**config.mk**
```make
export PLATFORM = sky130hd
export DESIGN_NAME = plic_lite
export DESIGN_NICKNAME = d
export VERILOG_FILES = /design/src/rtl/plic_lite.sv
export SDC_FILE = /design/constraint.sdc
export NUM_CORES = 1
export LEC_CHECK = 0
export ABC_CLOCK_PERIOD_IN_PS = 16200
export BUFFER_PORTS_ARGS = -buffer_cell sky130_fd_sc_hd__buf_2
export CAP_MARGIN = 20
export CORE_ASPECT_RATIO = 0.8
export CORE_MARGIN = 1
export CORE_UTILIZATION = 45
export DETAILED_ROUTE_END_ITERATION = 10
export GPL_TIMING_DRIVEN = 1
export PLACE_DENSITY = 0.68
export SYNTH_ARGS = -nofsm -noshare
export SYNTH_HDL_FRONTEND = slang
export SYNTH_SLANG_ARGS = --single-unit
```
**constraint.sdc**
```tcl
create_clock -name clk -period 16.2 [get_ports clk]
set_clock_uncertainty 0.15 [all_clocks]
set_input_delay 1.62 -clock clk [delete_from_list [all_inputs] [get_ports clk]]
set_output_delay 1.62 -clock clk [all_outputs]
set_load 0.1 [all_outputs]
```
**src/rtl/plic_lite.sv**
```systemverilog
// rtl/plic_lite.sv - single-context platform-level interrupt controller with claim/complete bus slave
module plic_lite #(
    parameter int NSRC   = 8,
    parameter int PRIO_W = 3
) (
    input  logic            clk,
    input  logic            rst,
    input  logic [NSRC-1:0] irq_src,
    input  logic            bus_valid,
    input  logic            bus_we,
    input  logic [11:0]     bus_addr,
    input  logic [31:0]     bus_wdata,
    output logic [31:0]     bus_rdata,
    output logic            bus_ready,
    output logic            irq_ext
);
    localparam logic [4:0] NSRC_ID = 5'(NSRC);

    typedef enum logic {S_IDLE, S_RESP} state_e;
    state_e state_q, state_d;

    // Per-source state is indexed by ID-1 so it lines up with irq_src.
    logic [PRIO_W-1:0] prio_q [NSRC];
    logic [PRIO_W-1:0] prio_d [NSRC];
    logic [NSRC-1:0]   enable_q, enable_d;
    logic [NSRC-1:0]   pending_q, pending_d;
    logic [NSRC-1:0]   inflight_q, inflight_d;
    logic [PRIO_W-1:0] threshold_q, threshold_d;
    logic [31:0]       rdata_q, rdata_d;
    logic              irq_q, irq_d;

    logic        accept;
    logic [9:0]  word;
    logic [4:0]  prio_idx;
    logic        is_prio, is_pend, is_en, is_thr, is_claim;
    logic [4:0]  win_id;
    logic [PRIO_W-1:0] win_prio;
    logic [31:0] rd_val;
    logic        unused_bits;

    assign accept      = bus_valid && (state_q == S_IDLE);
    assign word        = bus_addr[11:2];
    assign prio_idx    = word[4:0];
    assign is_prio     = (word[9:5] == 5'd0) && (prio_idx != 5'd0) && (prio_idx <= NSRC_ID);
    assign is_pend     = (word == 10'h020);
    assign is_en       = (word == 10'h040);
    assign is_thr      = (word == 10'h080);
    assign is_claim    = (word == 10'h081);
    assign unused_bits = ^{bus_addr[1:0], bus_wdata};

    // Strict compare against the running best gives ties to the lowest ID
    // and makes the threshold the bar every candidate must exceed.
    always_comb begin
        win_id   = 5'd0;
        win_prio = threshold_q;
        for (int i = 0; i < NSRC; i++) begin
            if (pending_q[i] && enable_q[i] && (prio_q[i] > win_prio)) begin
                win_id   = 5'(i + 1);
                win_prio = prio_q[i];
            end
        end
    end

    always_comb begin
        rd_val = '0;
        if (is_prio) begin
            for (int i = 0; i < NSRC; i++) begin
                if (prio_idx == 5'(i + 1)) rd_val[PRIO_W-1:0] = prio_q[i];
            end
        end else if (is_pend) begin
            rd_val[NSRC:0] = {pending_q, 1'b0};
        end else if (is_en) begin
            rd_val[NSRC:0] = {enable_q, 1'b0};
        end else if (is_thr) begin
            rd_val[PRIO_W-1:0] = threshold_q;
        end else if (is_claim) begin
            rd_val[4:0] = win_id;
        end
    end

    always_comb begin
        prio_d      = prio_q;
        enable_d    = enable_q;
        threshold_d = threshold_q;
        // Gateway: only idle sources (neither pending nor in flight) can trigger.
        pending_d   = pending_q | (irq_src & ~pending_q & ~inflight_q);
        inflight_d  = inflight_q;
        rdata_d     = '0;
        irq_d       = (win_id != 5'd0);
        if (accept) begin
            if (bus_we) begin
                for (int i = 0; i < NSRC; i++) begin
                    if (is_prio && (prio_idx == 5'(i + 1))) prio_d[i] = bus_wdata[PRIO_W-1:0];
                    if (is_claim && (bus_wdata[4:0] == 5'(i + 1))) inflight_d[i] = 1'b0;
                end
                if (is_en)  enable_d    = bus_wdata[NSRC:1];
                if (is_thr) threshold_d = bus_wdata[PRIO_W-1:0];
            end else begin
                rdata_d = rd_val;
                if (is_claim) begin
                    for (int i = 0; i < NSRC; i++) begin
                        if (win_id == 5'(i + 1)) begin
                            pending_d[i]  = 1'b0;
                            inflight_d[i] = 1'b1;
                        end
                    end
                end
            end
        end
    end

    always_ff @(posedge clk) begin
        if (rst) begin
            state_q <= S_IDLE;
        end else begin
            state_q <= state_d;
        end
    end

    always_comb begin
        state_d = state_q;
        case (state_q)
            S_IDLE:  if (bus_valid) state_d = S_RESP;
            S_RESP:  state_d = S_IDLE;
            default: state_d = S_IDLE;
        endcase
    end

    // Gating with rst drops the strobe of a transfer that reset is aborting.
    always_comb begin
        bus_ready = (state_q == S_RESP) && !rst;
        bus_rdata = rdata_q;
        irq_ext   = irq_q;
    end

    always_ff @(posedge clk) begin
        if (rst) begin
            prio_q      <= '{default: '0};
            enable_q    <= '0;
            pending_q   <= '0;
            inflight_q  <= '0;
            threshold_q <= '0;
            rdata_q     <= '0;
            irq_q       <= 1'b0;
        end else begin
            prio_q      <= prio_d;
            enable_q    <= enable_d;
            pending_q   <= pending_d;
            inflight_q  <= inflight_d;
            threshold_q <= threshold_d;
            rdata_q     <= rdata_d;
            irq_q       <= irq_d;
        end
    end
endmodule

```
# Word level (Yosys, flattened, before mapping)

Cells that the tools add are included.

$lt $le $gt $ge: 9
Eq/ne operators: 36
Multiplexer cells: 61
Bitwise gates (word level): 7
Reductions and logical operators: 70

Operator list:

| operator              | count |
|---|---|
| $eq A5 B3 Y1 const B  | 12 |
| $mux W3               | 17 |
| $mux W5               | 8 |
| $mux W8               | 5 |
| $logic_and A1 B1 Y1   | 36 |
| $reduce_and A4 Y1     | 8 |
| $eq A5 B2 Y1 const B  | 6 |
| $reduce_and A3 Y1     | 10 |
| $mux W1               | 26 |
| $gt A3 B3 Y1          | 8 |
| $eq A10 B8 Y1 const B | 2 |
| $reduce_bool A2 Y1    | 9 |
| $and A8 B8 Y8         | 2 |
| $ne A2 B1 Y1 const B  | 8 |
| $not A8 Y8            | 2 |
| $eq A5 B1 Y1 const B  | 3 |
| $eq A5 B4 Y1 const B  | 3 |
| $eq A10 B6 Y1 const B | 1 |
| $eq A10 B7 Y1 const B | 1 |
| $reduce_bool A5 Y1    | 2 |
| $mux W9               | 1 |
| $or A8 B8 Y8          | 1 |
| $le A5 B4 Y1 const B  | 1 |
| $logic_not A5 Y1      | 1 |
| other kinds (8)       | 10 |

Register bits after elaboration: 85
Bits of input ports: 56
Output and inout port bits: 34
Word-level logic and storage cells: 207

# Depth between registers and ports, before layout

Gate-level depths: netlist of run 1.

Depth after elaboration: 29
Mapped depth: 59
Gate-level depth less buffers: 57

# Worst setup path before layout of run 1

OpenSTA, ideal clock, no wires.

Path kind: reg2reg
Start point: register threshold_q[1]
End point: register inflight_q[2]
Setup time: 0.095 ns
Arrival time: 11.346 ns
Required time: 15.955 ns
Path slack: 4.608 ns
Cell stages (with the launch flop): 57
Path buffers: 2
Clock period less this slack: 11.592 ns
Cells stage by stage: dfxtp_1 > inv_1 > ha_1 > nand2b_1 > a21oi_1 > nand2_1 > o21ai_0 > ha_1 > nor2_1 > nand2_1 > a311oi_2 > o21bai_1 > mux2_4 > ha_1 > nor2_1 > nand4_1 > nand3_1 > mux2_2 > [21 not listed] > mux2_2 > ha_1 > o21ai_0 > nand2b_1 > and4_1 > clkbuf_1 > nand2_1 > o21a_1 > ha_1 > nor2b_1 > o21ai_0 > nand2b_1 > and4_1 > clkbuf_1 > nor3_1 > and2_1 > nand3_1 > a221oi_1

Longest elaborated chain between the ends: 27
Elaborated cells between the ends (all ways): 34
Those cells by class: 8 x order compare; 1 x eq/ne; 15 x mux; 10 x reduce/logical

Ends and longest elaborated chain:

| what                             | RTL line | source |
|---|---|---|
| start: declaration               | 28       | `logic [PRIO_W-1:0] threshold_q, threshold_d;` |
| start signal: assignment         | 150      | `threshold_q <= threshold_d;` |
| $gt A3 B3 Y1                     | 57       | `if (pending_q[i] && enable_q[i] && (prio_q[i] > win_prio)) begin` |
| $logic_and A1 B1 Y1              | 57       |  |
| $mux W3                          | 57       |  |
| $gt A3 B3 Y1                     | 57       |  |
| $logic_and A1 B1 Y1              | 57       |  |
| $mux W3                          | 57       |  |
| $gt A3 B3 Y1                     | 57       |  |
| $logic_and A1 B1 Y1              | 57       |  |
| [11 not listed]                  | --       |  |
| $logic_and A1 B1 Y1              | 57       |  |
| $mux W3                          | 57       |  |
| $gt A3 B3 Y1                     | 57       |  |
| $logic_and A1 B1 Y1              | 57       |  |
| $mux W5 (*)                      | 57       |  |
| $eq A5 B2 Y1 (*)                 | 102      | `if (win_id == 5'(i + 1)) begin` |
| $reduce_bool A2 Y1 (no line) (*) | --       |  |
| $reduce_and A4 Y1 (no line) (*)  | --       |  |
| end signal: assignment           | 149      | `inflight_q <= inflight_d;` |
| end: declaration                 | 27       | `logic [NSRC-1:0] inflight_q, inflight_d;` |

Every way passes the cells marked *; elsewhere a longest branch is shown, timed or not.
A chain may end at the register's enable or synchronous reset.

# Final worst setup path of run 1

Start point: register threshold_q[2]
End point: register inflight_q[2]

The elaborated chain is that of the path after synthesis.

==> impl_metrics.toml, run 1 <==
[run_status]
status = "finished, violations left"
failed_checks = "design-rule violations"

[sta]
worst_slack_ps = 2340
fin_crit_sh_pct = 85.6
whs_ps = 345
final-hold-violation-count = 0
fmax_mhz = 72.1
tightest_slew_ps = 1030
relSlewSlack_pct = 30.2
fin_crit_ps = 13860
setup_viol = 0
drv_slew = 0
setup_tns_ps = 0
rsz0062_at_grt = "no"

[routing]
wl_um = 12400
via_count = 4146
wire_per_inst_um = 18.0
drt_pass1_iterations = 8
drt_iter0_markers = 375
drc_errors = 11
via_per_inst = 6.02
antenna_left = 0

[placement]
dp_slack_ps = 2710
placement.io_buffers = 41
place_inst = 673
place_congestion = 0.897
dp_hpwl_um = 9410
dpl_cell_area_um2 = 4480

[final_layout]
fill_cells = 890
fin_area_um2 = 4760
diodes = 0
num-nets-final = 639
drive_gt1_share_pct = 14.5
area_delta_synth_final_pct = 10.8
fin_util_pct = 52.0
final-instance-count-excl-fill = 689

[synth]
yosysTopAreaCellShare_pct = 28.9
yosysUniqueCellTypes = 73
netlist_instances = 539
synth-simple-area-share_pct = 26.1
syn_area_per_cell_um2 = 7.97
synth_edf_count = 0
synthMuxAreaShare_pct = 10.2
synthAdderAreaFrac_pct = 4.31
ys_warn_count = 0
ys_ff_latch = 62
synth-xor-area-share_pct = 0.204
synth_ff_type = "dfxtp_1"
ys_seq_area_share_pct = 28.9
netlist_area_um2 = 4300
synth_top_family_by_area = "simple AND/OR/NAND/NOR gates"
synthTopCellsByArea = "dfxtp_1 (29%), mux2i_1 (8.2%), nor2_1 (6.5%)"
synth_compound_area_share_pct = 22.2
async_flop_share_pct = 0
yosysTopAreaCell = "dfxtp_1"

[floorplan]
start_util_pct = 47.0
io-pin-count = 90
die_area_um2 = 9950
die_h_um = 89.4
core_um2 = 9150
rows = 31
die_w_um = 111

[clock_network]
cts_num_sinks = 62
cts-buffers-inserted = 9
cts_max_level = 3
cts_setup_buffers = 0
cts_resized = 0
clk_pin_slew_ps = 50
ctsHoldBuffers = 0
cts_tree = "yes"
root_buffer = "clkbuf_16"
clock_path_buffers = 2
clock_latency_ps = 330

[global_routing]
grt-ovfl-total = 0
grt_max_degree = 54
grt_first_pass_wirelength_um = 19300
grt_pass1_vias = 3674
antenna_found_initial = 0
grt_use_total_pct = 25.5

[worst_setup_path]
cp-end-kind = "flip-flop"
slowest_delay_ps = 640
crit_fanout = 10
crit_top_cell = "ha_1"
ff2ff_path_depth = 54
regToRegStartpoint = "threshold_q[2]$_SDFFE_PP0P_"
crit_start = "threshold_q[2]$_SDFFE_PP0P_"
cp-start-kind = "flip-flop"
critPathKind = "reg -> reg"
cp.required_ps = 16280
cp_slowest_cell = "nor3_1"
endpoint = "inflight_q[2]$_SDFFE_PP0P_"
reg2reg_slack_ps = 2340
worstPathArrival_ps = 13940
r2r-end = "inflight_q[2]$_SDFFE_PP0P_"

[power]
peakVddDrop_v = 0.0000768
powerDensity_nw_per_um2 = 80.4
power_uw = 383
p_leak_nw = 1.97

[run]
max_cap_viol_count = 0

[min_path]
hp-class = "reg -> reg"
==> how the worst min path moves through the flow <==
stage	startpoint	to	slack [ps]	cells past startpoint
6_report	inflight_q[2]$_SDFFE_PP0P_	inflight_q[2]$_SDFFE_PP0P_	340	2
5_1_grt	inflight_q[2]$_SDFFE_PP0P_	inflight_q[2]$_SDFFE_PP0P_	380	2
4_1_cts	inflight_q[2]$_SDFFE_PP0P_	inflight_q[2]$_SDFFE_PP0P_	350	2
3_5_place_dp	inflight_q[2]$_SDFFE_PP0P_	inflight_q[2]$_SDFFE_PP0P_	340	2
3_3_place_gp	inflight_q[2]$_SDFFE_PP0P_	inflight_q[2]$_SDFFE_PP0P_	330	2
2_1_floorplan	inflight_q[2]$_SDFFE_PP0P_	inflight_q[2]$_SDFFE_PP0P_	300	2
==> synthesized netlist by cell type (6+ instances only) <==
cell type / n
buf_4: 23
a21oi_1: 32
and2_1: 7
and3_1: 13
mux2i_1: 35
dfxtp_1: 62
nor2b_1: 8
nand3_1: 22
a211oi_1: 6
inv_1: 25
a31oi_1: 6
o21ai_0: 12
nor3_1: 14
nand2b_1: 8
nor2_1: 74
clkbuf_1: 21
a221oi_1: 7
nand2_1: 42
a22oi_1: 6
ha_1: 14
==> state kept, by name, indices dropped and copies added (netlist names) <==
register,cells
prio_q,24
bus_rdata,9
enable_q,8
inflight_q,8
pending_q,8
threshold_q,3
irq_ext,1
state_q,1
==> worst max-delay path, delay by kind of cell (launching register included) <==
kind / cells / cell delay, ps
buffers and inverters: 1 / 100
and+or+nand+nor: 24 / 5260
adders and majority gates: 8 / 2410
muxes: 5 / 1840
AOI/OAI and AO/OA: 16 / 3510
DFF: 1 / 480
==> placed cells by master (no fill, tap or decap), types with 3 or more instances in the layout <==
master / Yosys / routed
a211oi_1: 6 / 6
a21o_1: 4 / 4
a21oi_1: 32 / 32
a221oi_1: 7 / 7
a22o_1: 3 / 3
a22oi_1: 6 / 6
a311oi_1: 4 / 4
a31o_2: 4 / 4
a31oi_1: 6 / 6
and2_1: 7 / 7
and3_1: 13 / 13
and4_1: 3 / 3
buf_2: 0 / 41
clkbuf_1: 21 / 3
clkbuf_16: 0 / 9
conb_1: 1 / 23
dfxtp_1: 62 / 62
ha_1: 14 / 14
inv_1: 25 / 25
mux2_2: 4 / 4
mux2_4: 3 / 3
mux2i_1: 35 / 35
nand2_1: 42 / 42
nand2b_1: 8 / 8
nand3_1: 22 / 22
nand4_1: 5 / 5
nor2_1: 74 / 74
nor2b_1: 8 / 8
nor3_1: 14 / 14
nor3b_1: 4 / 4
nor4_1: 3 / 3
nor4b_1: 4 / 4
o211ai_1: 3 / 3
o21ai_0: 12 / 12
o21bai_1: 5 / 5
o31ai_1: 3 / 3
==> area by class of cell <==
cell class / instances / area [um2] / area share (%)
multi-input cells: 430 / 2790 / 58.7
flip-flops and latches: 62 / 1240 / 26.1
clock buffers: 12 / 236 / 4.97
repair buffers: 41 / 205 / 4.31
well taps: 115 / 144 / 3.02
inverters: 25 / 93.8 / 1.97
clock inverters: 4 / 47.5 / 0.998
==> power by group <==
group          internal [mW]  switching [mW]
Clock                  0.118          0.0671
Sequential             0.154         0.00205
Combinational        0.00573          0.0354
==> metal layers <==
| layer | share of wire [%] | wire length, um | vias up | global-route usage, % |
|---|---|---|---|---|
| met5 | 0 | 0 | - | 0 |
| li1 | - | - | 1987 | - |
| met1 | 47 | 5850 | 1940 | 35.6 |
| met2 | 42 | 5190 | 201 | 39.7 |
| met3 | 9.4 | 1160 | 18 | 5.49 |
| met4 | 1.5 | 183 | 0 | 7.00 |
==> cell families (layout without fill, tap and decap cells) <==
group | after synthesis | in the layout
XOR/XNOR | 1 | 1
flip-flops | 62 | 62
other | 1 | 23
multiplexers | 42 | 42
adder cells (fa/ha/maj) | 15 | 15
buffers and inverters | 69 | 82
AO/OA/AOI/OAI | 126 | 126
AND/OR/NAND/NOR | 223 | 223
No activity file was read; power rests on OpenSTA's default activity.
==> inputs of run 2 (changes only) <==
- CORE_ASPECT_RATIO: 0.8 -> 0.9
==> run 2 against run 1 <==
Net effect:
- register-to-register slack improved by 190 ps
- critical path depth did not move
- combinational power hardly changed
- routed wire length is 1.1% lower
- sequential power is essentially flat
- utilization is 1.2 points lower
- non-clock buffer count stayed put
- largest power group is now sequential cells
- die area hardly changed
- design area shrank 1.8%
- the run now ends clean
- first-iteration DRC count fell by 1.9%
- total power shrank 13%
- highest routed layer unchanged
- cell count increased by 0.87%
==> impl_metrics.toml, run 2 (synthesized netlist as in run 1, its figures left out) <==
[final_layout]
layout_commonest_cell = "nor2_1"
largest-register = "prio_q"
final-instance-count-excl-fill = 695
diodes = 0
area_delta_synth_final_pct = 8.79
fin_area_um2 = 4680
drive_gt1_share_pct = 14.7
final_cell_mix = "nor2_1 (74), dfxtp_1 (62), nand2_1 (42)"
num-nets-final = 639
largest_reg_flops = 24
fill_cells = 903

[sta]
fin_crit_ps = 13670
setup_tns_ps = 0
setup_viol = 0
fmax_mhz = 73.1
relSlewSlack_pct = 31.5
rsz0062_at_grt = "no"
tightest_slew_ps = 1010
worst_slack_ps = 2530
final-hold-violation-count = 0
fin_crit_sh_pct = 84.4
drv_slew = 0

[clock_network]
ctsHoldBuffers = 0
cts_setup_buffers = 0
clock_latency_ps = 350
cts-buffers-inserted = 9
cts_max_level = 3
cts_tree = "yes"
cts_num_sinks = 62
cts_resized = 0
clk_pin_slew_ps = 70
clock_path_buffers = 2
root_buffer = "clkbuf_8"

[global_routing]
grt_use_total_pct = 25.5
grt_first_pass_wirelength_um = 19500
met2_usage_pct = 40.2
grt_most_used_layer = "met2"
met3_usage_pct = 4.28
grt_pass1_vias = 3827
antenna_found_initial = 0
grt_max_degree = 54
met1_usage_pct = 34.9
grt-ovfl-total = 0

[worst_setup_path]
crit_start = "threshold_q[2]$_SDFFE_PP0P_"
cp_slowest_cell = "nor3_1"
cp-end-kind = "flip-flop"
cp-start-kind = "flip-flop"
slowest_delay_ps = 630
crit_fanout = 10
critPathKind = "reg -> reg"
cp.required_ps = 16300
crit_top_cell = "ha_1"
worstPathArrival_ps = 13780
regToRegStartpoint = "threshold_q[2]$_SDFFE_PP0P_"

[routing]
drt_iter0_markers = 368
drt_pass1_iterations = 5
wire_per_inst_um = 17.6
via_count = 4167
drc_errors = 0
via_per_inst = 6.00
antenna_left = 0
wl_um = 12300

[placement]
place_inst = 680
dpl_cell_area_um2 = 4490
place_congestion = 0.881
dp_hpwl_um = 9310
placement.io_buffers = 41
dp_slack_ps = 2820

[power]
p_switching_uw = 99.5
p_clk_share_pct = 40.9
switching_share_pct = 29.9
p_leak_nw = 1.93
peakVddDrop_v = 0.0000503
powerDensity_nw_per_um2 = 71.2
p_int_uw = 234
pwr-share-seq_pct = 46.8
power_frac_comb_pct = 12.3

[floorplan]
io-pin-count = 90
rows = 33
die_area_um2 = 9950
start_util_pct = 46.7
die_w_um = 105
die_h_um = 94.7
core_um2 = 9210

[run]
max_cap_viol_count = 0

[min_path]
hp-class = "reg -> reg"
hp-start = "inflight_q[2]$_SDFFE_PP0P_"

[run_status]
status = "completed"
## run 2: changes by cell type in the layout (fill, tap and decap cells not counted)
cell,previous run,this run
clkbuf_1,3,1
clkbuf_16,9,0
clkbuf_8,0,10
## run 2: final timing paths
kind                                      to  slack [ps]  depth (start not counted)
setup / recovery  inflight_q[2]$_SDFFE_PP0P_        2530                         54
setup reg to reg  inflight_q[2]$_SDFFE_PP0P_        2530                         54
hold reg to reg   inflight_q[2]$_SDFFE_PP0P_         330                          2
hold / removal    inflight_q[2]$_SDFFE_PP0P_         330                          2
## run 2: stage by stage
step	util, %	power (mW)	hold slack, ps
3_3_place_gp	48.7	0.200	326
4_1_cts	50.8	0.334	337
6_report	50.8	0.333	334
3_5_place_dp	48.7	0.200	327
5_1_grt	50.8	0.342	353
2_1_floorplan	-	0.195	304
## run 2: per-layer routing
layer,wire [um],up-vias,share of wire (%)
met1,5730,1983,47
met3,913,19,7.5
li1,-,1985,-
met2,5380,180,44
met4,233,0,1.9
met5,0,-,0
## run 2: critical path: cells and delay by family, from the launching register on
kind	cells	cell delay, ps
AND/OR/NAND/NOR	24	5140
AO/OA/AOI/OAI	16	3460
adder cells (fa/ha/maj)	8	2360
multiplexers	5	1830
flip-flops	1	490
buffers and inverters	1	110
## run 2: layout make-up
| type | count | area [um2] | share of cell area [%] |
|---|---|---|---|
| inverter | 25 | 93.8 | 2.01 |
| multi-input combinational | 430 | 2790 | 59.8 |
| tap | 122 | 153 | 3.26 |
| timing repair buffer | 41 | 205 | 4.39 |
| clock inverter | 4 | 47.5 | 1.02 |
| clock buffer | 11 | 141 | 3.02 |
| sequential | 62 | 1240 | 26.5 |
## run 2: power by group through the flow
stage / sequential (mW) / combinational [mW] / clock [mW]
floorplan: 0.159 / 0.0369 / 0
global placement: 0.159 / 0.0403 / 0
detailed placement: 0.159 / 0.0405 / 0
CTS: 0.156 / 0.0405 / 0.137
global route: 0.156 / 0.0425 / 0.143
finish: 0.156 / 0.0410 / 0.136
